File: config.mk
export PLATFORM = sky130hd
export DESIGN_NAME = pipeline_stall_sequencer
export DESIGN_NICKNAME = d
export VERILOG_FILES = /design/src/rtl/pipeline_stall_sequencer.sv
export SDC_FILE = /design/constraint.sdc
export NUM_CORES = 1
export LEC_CHECK = 0
export BUFFER_PORTS_ARGS = -buffer_cell sky130_fd_sc_hd__buf_2
export CAP_MARGIN = 5
export CORE_AREA = 2 2 41 43
export CTS_CLUSTER_DIAMETER = 150
export DETAILED_ROUTE_END_ITERATION = 6
export DIE_AREA = 0 0 43 45
export PLACE_DENSITY = 0.78
export SETUP_SLACK_MARGIN = 0.5
export SLEW_MARGIN = 20
export SYNTH_ARGS = -nofsm -noshare
export SYNTH_HDL_FRONTEND = slang
export SYNTH_SLANG_ARGS = --single-unit
File: constraint.sdc
create_clock -name i_clk -period 4.22 [get_ports i_clk]
set_clock_uncertainty 0.05 [all_clocks]
set_input_delay 0.844 -clock i_clk [delete_from_list [all_inputs] [get_ports i_clk]]
set_output_delay 0.844 -clock i_clk [all_outputs]
set_load 0.02 [all_outputs]
File: src/rtl/pipeline_stall_sequencer.sv
// ---------------------------------------------------------------------------
// pipeline_stall_sequencer
//
// Purpose:
//   Central stall / flush / freeze controller for the 5-stage MIPS pipeline.
//   It merges four kinds of request into one set of pipeline-register write
//   enables and flush strobes:
//     - load-use stalls from the hazard detection unit
//     - taken-branch flushes
//     - multi-cycle mul/div occupancy of EX
//     - HALT drain
//   It also obeys the debug unit's run / step / stop commands.
//
// Parameters:
//   MD_LATENCY    cycles a mul/div op occupies EX (2..16)
//   DRAIN_CYCLES  cycles given to in-flight instructions after HALT (1..16)
//
// Ports:
//   i_clk             system clock, rising edge
//   i_rst             synchronous reset, active-high
//   i_load_use_stall  load-use hazard request
//   i_branch_taken    branch/jump resolved taken in ID
//   i_md_start        mul/div op entering EX
//   i_halt_id         HALT decoded in ID
//   i_dbg_run         debug free-run request
//   i_dbg_step        debug single-cycle advance request
//   i_dbg_stop        debug return-to-frozen request
//   o_pc_we           PC write enable
//   o_if_id_we        IF/ID write enable
//   o_if_id_flush     IF/ID clear (NOP)
//   o_id_ex_we        ID/EX write enable
//   o_id_ex_flush     ID/EX clear (bubble)
//   o_ex_mem_flush    EX/MEM clear (bubble)
//   o_pipe_en         global enable for EX/MEM, MEM/WB, RF and memory writes
//   o_halted          registered, high while HALTED
//   o_step_done       registered, one-cycle pulse when a debug step completes
//   o_state           current state encoding for debug readout
// ---------------------------------------------------------------------------
module pipeline_stall_sequencer #(
  parameter int MD_LATENCY   = 4,
  parameter int DRAIN_CYCLES = 4
) (
  input  logic       i_clk,
  input  logic       i_rst,
  input  logic       i_load_use_stall,
  input  logic       i_branch_taken,
  input  logic       i_md_start,
  input  logic       i_halt_id,
  input  logic       i_dbg_run,
  input  logic       i_dbg_step,
  input  logic       i_dbg_stop,
  output logic       o_pc_we,
  output logic       o_if_id_we,
  output logic       o_if_id_flush,
  output logic       o_id_ex_we,
  output logic       o_id_ex_flush,
  output logic       o_ex_mem_flush,
  output logic       o_pipe_en,
  output logic       o_halted,
  output logic       o_step_done,
  output logic [2:0] o_state
);

  typedef enum logic [2:0] {
    IDLE    = 3'd0,
    RUN     = 3'd1,
    STEP    = 3'd2,
    MD_WAIT = 3'd3,
    DRAIN   = 3'd4,
    HALTED  = 3'd5
  } state_t;

  // The mul/div op spends one cycle holding in RUN/STEP before MD_WAIT, and
  // MD_WAIT exits on the cycle its counter reads 0, hence the -2.
  localparam logic [3:0] MD_LOAD    = 4'(MD_LATENCY - 2);
  localparam logic [3:0] DRAIN_LOAD = 4'(DRAIN_CYCLES - 1);

  state_t     r_state;
  logic [3:0] r_count;
  logic       r_stopPend;
  logic       r_fromStep;
  logic       r_halted;
  logic       r_stepDone;

  logic       w_active;
  logic       w_ruleHalt;
  logic       w_ruleStall;
  logic       w_ruleMd;
  logic       w_ruleBranch;

  // Priority decode of the hazard requests. Only meaningful while the
  // pipeline is actively advancing (RUN or STEP). A HALT hidden behind a
  // load-use stall waits for the stall to clear. A stall masks both the
  // branch and the mul/div start, since the instruction in ID is not
  // advancing that cycle. Branch and mul/div may fire together.
  always_comb begin
    w_active     = (r_state == RUN) || (r_state == STEP);
    w_ruleHalt   = w_active && i_halt_id && !i_load_use_stall;
    w_ruleStall  = w_active && i_load_use_stall;
    w_ruleMd     = w_active && i_md_start && !i_load_use_stall && !i_halt_id;
    w_ruleBranch = w_active && i_branch_taken && !i_load_use_stall && !i_halt_id;
  end

  // Combinational enable/flush generation from the current state and the
  // decoded rules. Everything defaults to frozen, which covers IDLE and
  // HALTED. Each active state then opens up only what it needs.
  always_comb begin
    o_pc_we        = 1'b0;
    o_if_id_we     = 1'b0;
    o_if_id_flush  = 1'b0;
    o_id_ex_we     = 1'b0;
    o_id_ex_flush  = 1'b0;
    o_ex_mem_flush = 1'b0;
    o_pipe_en      = 1'b0;
    case (r_state)
      RUN, STEP: begin
        o_pipe_en  = 1'b1;
        o_pc_we    = 1'b1;
        o_if_id_we = 1'b1;
        o_id_ex_we = 1'b1;
        if (w_ruleHalt) begin
          // Stop fetching and replace whatever follows HALT with a NOP.
          o_pc_we       = 1'b0;
          o_if_id_flush = 1'b1;
        end else if (w_ruleStall) begin
          o_pc_we       = 1'b0;
          o_if_id_we    = 1'b0;
          o_id_ex_flush = 1'b1;
        end else begin
          if (w_ruleMd) begin
            o_pc_we    = 1'b0;
            o_if_id_we = 1'b0;
            o_id_ex_we = 1'b0;
          end
          if (w_ruleBranch) begin
            o_if_id_flush = 1'b1;
          end
        end
      end
      MD_WAIT: begin
        // EX is busy, so everything upstream holds and bubbles go downstream.
        o_pipe_en      = 1'b1;
        o_ex_mem_flush = 1'b1;
      end
      DRAIN: begin
        // Older instructions keep retiring. Bubbles enter behind them.
        o_pipe_en     = 1'b1;
        o_id_ex_flush = 1'b1;
      end
      default: begin
      end
    endcase
  end

  // State machine, shared 4-bit counter and the registered status flags.
  // The counter only ever decrements while nonzero, so it saturates at 0.
  // r_stopPend remembers a debug stop that arrived while a mul/div or HALT
  // took precedence. r_fromStep remembers that MD_WAIT was entered from a
  // single step, so the step_done pulse is owed when it finishes.
  always_ff @(posedge i_clk) begin
    if (i_rst) begin
      r_state    <= IDLE;
      r_count    <= 4'd0;
      r_stopPend <= 1'b0;
      r_fromStep <= 1'b0;
      r_halted   <= 1'b0;
      r_stepDone <= 1'b0;
    end else begin
      r_stepDone <= 1'b0;
      case (r_state)
        IDLE: begin
          if (i_dbg_run) begin
            r_state <= RUN;
          end else if (i_dbg_step) begin
            r_state <= STEP;
          end
        end
        RUN: begin
          if (w_ruleHalt) begin
            r_state <= DRAIN;
            r_count <= DRAIN_LOAD;
            if (i_dbg_stop) begin
              r_stopPend <= 1'b1;
            end
          end else if (w_ruleMd) begin
            r_state    <= MD_WAIT;
            r_count    <= MD_LOAD;
            r_fromStep <= 1'b0;
            if (i_dbg_stop) begin
              r_stopPend <= 1'b1;
            end
          end else if (i_dbg_stop) begin
            r_state <= IDLE;
          end
        end
        STEP: begin
          if (w_ruleHalt) begin
            r_state <= DRAIN;
            r_count <= DRAIN_LOAD;
          end else if (w_ruleMd) begin
            r_state    <= MD_WAIT;
            r_count    <= MD_LOAD;
            r_stopPend <= 1'b1;
            r_fromStep <= 1'b1;
          end else begin
            r_state    <= IDLE;
            r_stepDone <= 1'b1;
          end
        end
        MD_WAIT: begin
          if (r_count == 4'd0) begin
            if (r_stopPend || i_dbg_stop) begin
              r_state    <= IDLE;
              r_stopPend <= 1'b0;
              r_fromStep <= 1'b0;
              r_stepDone <= r_fromStep;
            end else begin
              r_state <= RUN;
            end
          end else begin
            r_count <= r_count - 4'd1;
            if (i_dbg_stop) begin
              r_stopPend <= 1'b1;
            end
          end
        end
        DRAIN: begin
          if (r_count == 4'd0) begin
            r_state  <= HALTED;
            r_halted <= 1'b1;
          end else begin
            r_count <= r_count - 4'd1;
          end
        end
        HALTED: begin
          r_state <= HALTED;
        end
        default: begin
          r_state <= IDLE;
        end
      endcase
    end
  end

  assign o_halted    = r_halted;
  assign o_step_done = r_stepDone;
  assign o_state     = r_state;

endmodule

-- Word level (Yosys, flattened, before mapping)
Cells that the tools add are included.
- register bits: 11
- bits of input ports: 9
- output and inout port bits: 12
- logic and storage cells: 99
- add/subtract/negate cells: 1
- eq/ne operators: 18
- multiplexer cells: 49
- reductions and logical operators: 25
- operator list (kind ; count):
    $mux 1 ; 31
    $mux 3 ; 8
    $pmux 3 s6 ; 1
    $ne 2x2->1 const B ; 8
    $mux 4 ; 3
    $logic_and 1x1->1 ; 9
    $ne 3x3->1 const B ; 3
    $pmux 4 s2 ; 1
    $reduce_and 7->1 ; 1
    $eq 3x2->1 const B ; 2
    $eq 3x3->1 const B ; 2
    $pmux 1 s3 ; 2
    $reduce_and 5->1 ; 1
    $logic_not 4->1 ; 1
    $ne 4x4->1 const B ; 1
    $pmux 1 s2 ; 2
    $reduce_and 4->1 ; 1
    $reduce_or 2->1 ; 2
    $reduce_or 4->1 ; 1
    $sub 4x1->4 const B ; 1
    $eq 3x1->1 const B ; 1
    $logic_not 3->1 ; 1
    $ne 3x1->1 const B ; 1
    $reduce_and 3->1 ; 1
    6 further kinds ; 8

-- Longest topological paths before layout
- depth in word-level cells: 9
- depth in mapped cells: 6
- depth with buffers taken out: 6

-- Least setup slack after synthesis
OpenSTA, ideal clock, no wires.
- path type: input to output
- from: input port i_halt_id
- to: output port o_pc_we
- arrival time: 1551 ps
- required time: 3326 ps
- setup slack: 1775 ps
- cell stages on the path: 3
- path through: nand2b_1 > nor2_1 > nor3_1
- cells in the longest elaborated chain, start to end: 6
- elaborated cells between the ends (all ways): 8
- RTL lines (element ; line ; source):
    from (decl) ; 48 ; input logic i_halt_id,
    $logic_not 1->1 ; 100 ; w_ruleMd = w_active && i_md_start && !i_load_use_stall && !i_halt_id;
    $logic_and 1x1->1 ; 100 ;
    $mux 1 ; 130 ; if (w_ruleMd) begin
    $mux 1 ; 125 ; end else if (w_ruleStall) begin
    $mux 1 (*) ; 121 ; if (w_ruleHalt) begin
    $mux 1 (*) ; 115 ; case (r_state)
    to (decl) ; 52 ; output logic o_pc_we,
Every way passes the cells marked *; elsewhere a longest branch is shown, timed or not.

-- Worst setup path in the final report
- from: input port i_halt_id
- to: output port o_id_ex_we
- cells in the longest elaborated chain, start to end: 6
- elaborated cells between the ends (all ways): 8
- RTL lines (element ; line ; source):
    $logic_not 1->1 ; 100 ;
    $logic_and 1x1->1 ; 100 ;
    $mux 1 ; 130 ;
    $mux 1 ; 125 ;
    $mux 1 (*) ; 121 ;
    $mux 1 (*) ; 115 ;
    to (decl) ; 55 ; output logic o_id_ex_we,
Marks and branches as above.

==> flow_summary.yaml <==
setup_path:
  max_fo_critical_path: 6
  timing.critical_path.max_delay_family: "simple AND/OR/NAND/NOR gates"
  rr_startpoint: "o_state[1]$_SDFFE_PP0P_"
  path_common_cell: "buf_2"
  crit_chain: "buf_2 -> nand2b_1 -> nor2_1 -> nor3_1 -> buf_2"
  delay_of_the_slowest_cell_on_the_worst_path_ns: 0.29
  crit_path_end_kind: "output port"
  timing.critical_path.to: "o_id_ex_we"
  critPathBufInv: 2
  critical_path.startpoint: "i_halt_id"
  setup.worst_path.class: "input pin to output port"
  r2r.worst_path.cells: 4
  path_depth: 5
  crit_path_start_kind: "input pin"
  timing.critical_path.required_ns: 3.33
  worst_reg2reg_endpoint: "r_count[3]$_SDFFE_PP0P_"
  reg2reg_slack_ns: 2.25
  crit_path_top_delay_cell: "nor2_1"
  timing.critical_path.arrival_ns: 1.71
power_and_ir_drop:
  fin_total_pwr_mw: 0.486
  max-vdd-ir-drop_mv: 0.311
  power_per_cell_area_nw_per_um2: 554
  p_leak_nw: 0.394
floorplanning:
  initial_utilization: 0.513
  placementRows: 14
  dieArea_um2: 1940
  die_w_um: 43
  core_region_area_um2: 1470
  boundaryPins: 21
  die_y_um: 45
timing:
  fmax_ghz: 0.384
  period_share: 0.617
  final_max_slew_viol_count: 0
  grt_setup_unrepaired: "false"
  relative_slew_slack: 0.560
  setup_violations: 0
  hold_slack_ns: 0.434
  worst_slew_pin_slew_ns: 0.659
  period_needed_ns: 2.60
  fin_ws_ns: 1.62
  setup_total_negative_slack_ns: 0
  timing.final.hold_violations: 0
grt:
  total_congestion_overflow_after_global_routing: 0
  groute.usage.overall: 0.226
  grt_max_degree: 16
  via_count_of_the_first_global_routing_pass: 775
  antenna_found_initial: 0
  grt_pass1_wl_um: 3260
clock_tree:
  htreeDepth: 1
  clkLatencyLatePin_ns: 0.28
  clock_tree.buffer_depth: 2
  post_cts_hold_buffer_count: 0
  clkSinkCount: 11
  path_clk_slew_ns: 0.07
  numCtsBuffers: 3
  postCtsSetupRepairBufs: 0
  cts_root_buf: "clkbuf_4"
  cts_tree: "built"
  post_cts_resized: 0
synthesis:
  synth-seq-area-share: 0.292
  synth.cell_area_um2: 754
  ys_warn_count: 0
  ys_ff_latch: 11
  synth.net_count: 105
  unique_cell_type_count_in_the_yosys_netlist: 38
  yosys.area.top_type_share: 0.292
  synth_largest_area_cell: "dfxtp_1"
  mean_area_per_synthesized_cell_um2: 8.03
  postSynthCellCount: 94
  ys_top_cells_by_area: "dfxtp_1 29%, nor2_1 7.0%, nor3_1 4.6%, nand2_1 4.0%, ha_1 3.3%"
routing:
  ant_nets: 0
  initialDrtViolationCount: 26
  dr.pass1.iters: 4
  vias_per_cell: 5.85
  routed_wl_um: 1810
  post_drt_wl_per_cell_um: 13.9
  routed-wl-met2_um: 829
  wl_met3_um: 96
  drc_errors: 0
  vias: 760
  routed.top_layer: "met4"
  m1WireLength_um: 822
flow_run:
  maxCapViolCount: 0
cells_and_area:
  drive_gt1_frac: 0.237
  antennaDiodeCount: 0
  finalNonFillerCells: 130
  syn2layout_area_growth_pct: 16.1
  fin_util: 0.595
  fin_area_um2: 876
  final_nets: 126
  filler_cell_count: 135
run_status:
  run_status: "complete, no violations"
placed_design:
  port-buffer-count: 20
  placement.setup.worst_slack_ns: 1.63
  placed_cell_area_um2: 850
  dp_cells: 126
  detailedPlacementHpwl_um: 1290
  place.gp.congestion: 0.866
min_path:
  hold_path.class: "flop to flop"
[state kept, by name, summed over array words and instances (netlist names)]
| signal | count |
|---|---|
| r_count | 4 |
| o_state | 3 |
| o_halted | 1 |
| o_step_done | 1 |
| r_fromStep | 1 |
| r_stopPend | 1 |
[kinds of logic after synthesis]
kind of cell | Yosys count | synth area share
adders and majority gates | 2 | 0.0332
muxes | 2 | 0.0282
buffers and inverters | 9 | 0.0580
DFF | 11 | 0.292
and+or+nand+nor | 44 | 0.300
AOI/OAI and AO/OA | 23 | 0.254
xor gates and xnor gates | 3 | 0.0348
[power by group]
group / internal [mW] / switching, mW
logic: 0.106 / 0.147
registers: 0.125 / 0.0318
clock network: 0.0367 / 0.0401
[worst min-delay path, delay by kind of cell, from the launching register on]
family	cells	cell delay, ns
flip-flops	1	0.33
AND/OR/NAND/NOR	1	0.07
AO/OA/AOI/OAI	1	0.04
[layout by cell type, fill, tap and decap left out, drive strengths merged]
cell	Yosys	layout
and2b	1	1
mux2	1	1
a31oi	1	1
o311a	1	1
clkbuf	0	4
nor4b	1	1
buf	4	20
a2111o	1	1
nor2b	1	1
o31a	2	2
o2111ai	2	2
a311oi	2	2
nor3	7	7
nand3	1	1
xnor2	2	2
nand3b	1	1
o211ai	2	2
ha	2	2
or4	1	1
or2	2	2
nor2	14	14
o2bb2ai	1	1
mux2i	1	1
dfxtp	11	11
nand2	8	8
o21bai	3	3
a21oi	4	4
a2bb2oi	1	1
xor2	1	1
inv	5	5
or3b	2	2
nand2b	4	4
o32a	1	1
nor3b	1	1
a211oi	2	2
[synth_stat cells]
library cell	count
nor2_1	14
nor4b_1	1
mux2_2	1
o211ai_1	2
or4_4	1
nor3_1	7
nand3_1	1
a21oi_1	3
o311a_1	1
a2111o_1	1
xor2_1	1
or3b_2	1
o31a_1	2
a2bb2oi_1	1
nand2_1	8
o2bb2ai_1	1
or3b_1	1
inv_1	5
dfxtp_1	11
a211oi_1	2
mux2i_1	1
buf_6	1
buf_2	2
o21bai_1	3
or2_1	2
nor3b_1	1
nor2b_1	1
and2b_1	1
nand2b_1	4
a31oi_1	1
nand3b_1	1
a311oi_1	2
buf_1	1
a21oi_4	1
ha_1	2
o2111ai_1	2
xnor2_1	2
o32a_1	1
[layout make-up]
| cell class | count | area (µm²) | area share |
|---|---|---|---|
| Multi-Input combinational cell | 74 | 490 | 0.560 |
| Sequential cell | 11 | 220 | 0.251 |
| Timing Repair Buffer | 20 | 100 | 0.114 |
| Clock buffer | 4 | 26.3 | 0.0300 |
| Tap cell | 16 | 20.0 | 0.0229 |
| Inverter | 5 | 18.8 | 0.0214 |
[worst min path at each step]
stage                             from                      end  slack (ns)  cells past startpoint
2_1_floorplan  r_count[3]$_SDFFE_PP0P_  r_count[3]$_SDFFE_PP0P_        0.40                      2
3_3_place_gp     o_halted$_SDFFE_PP0P_    o_halted$_SDFFE_PP0P_        0.40                      2
3_5_place_dp     o_halted$_SDFFE_PP0P_    o_halted$_SDFFE_PP0P_        0.42                      2
4_1_cts          o_halted$_SDFFE_PP0P_    o_halted$_SDFFE_PP0P_        0.44                      2
5_1_grt          o_halted$_SDFFE_PP0P_    o_halted$_SDFFE_PP0P_        0.47                      2
6_report         o_halted$_SDFFE_PP0P_    o_halted$_SDFFE_PP0P_        0.43                      2
[layer usage]
layer  GRT usage  vias up
met5           0        -
met1       0.279      345
met3      0.0520        9
met4       0.158        0
met2       0.352       22
li1            -      384
Note: power is estimated with default switching activity, not from simulation.
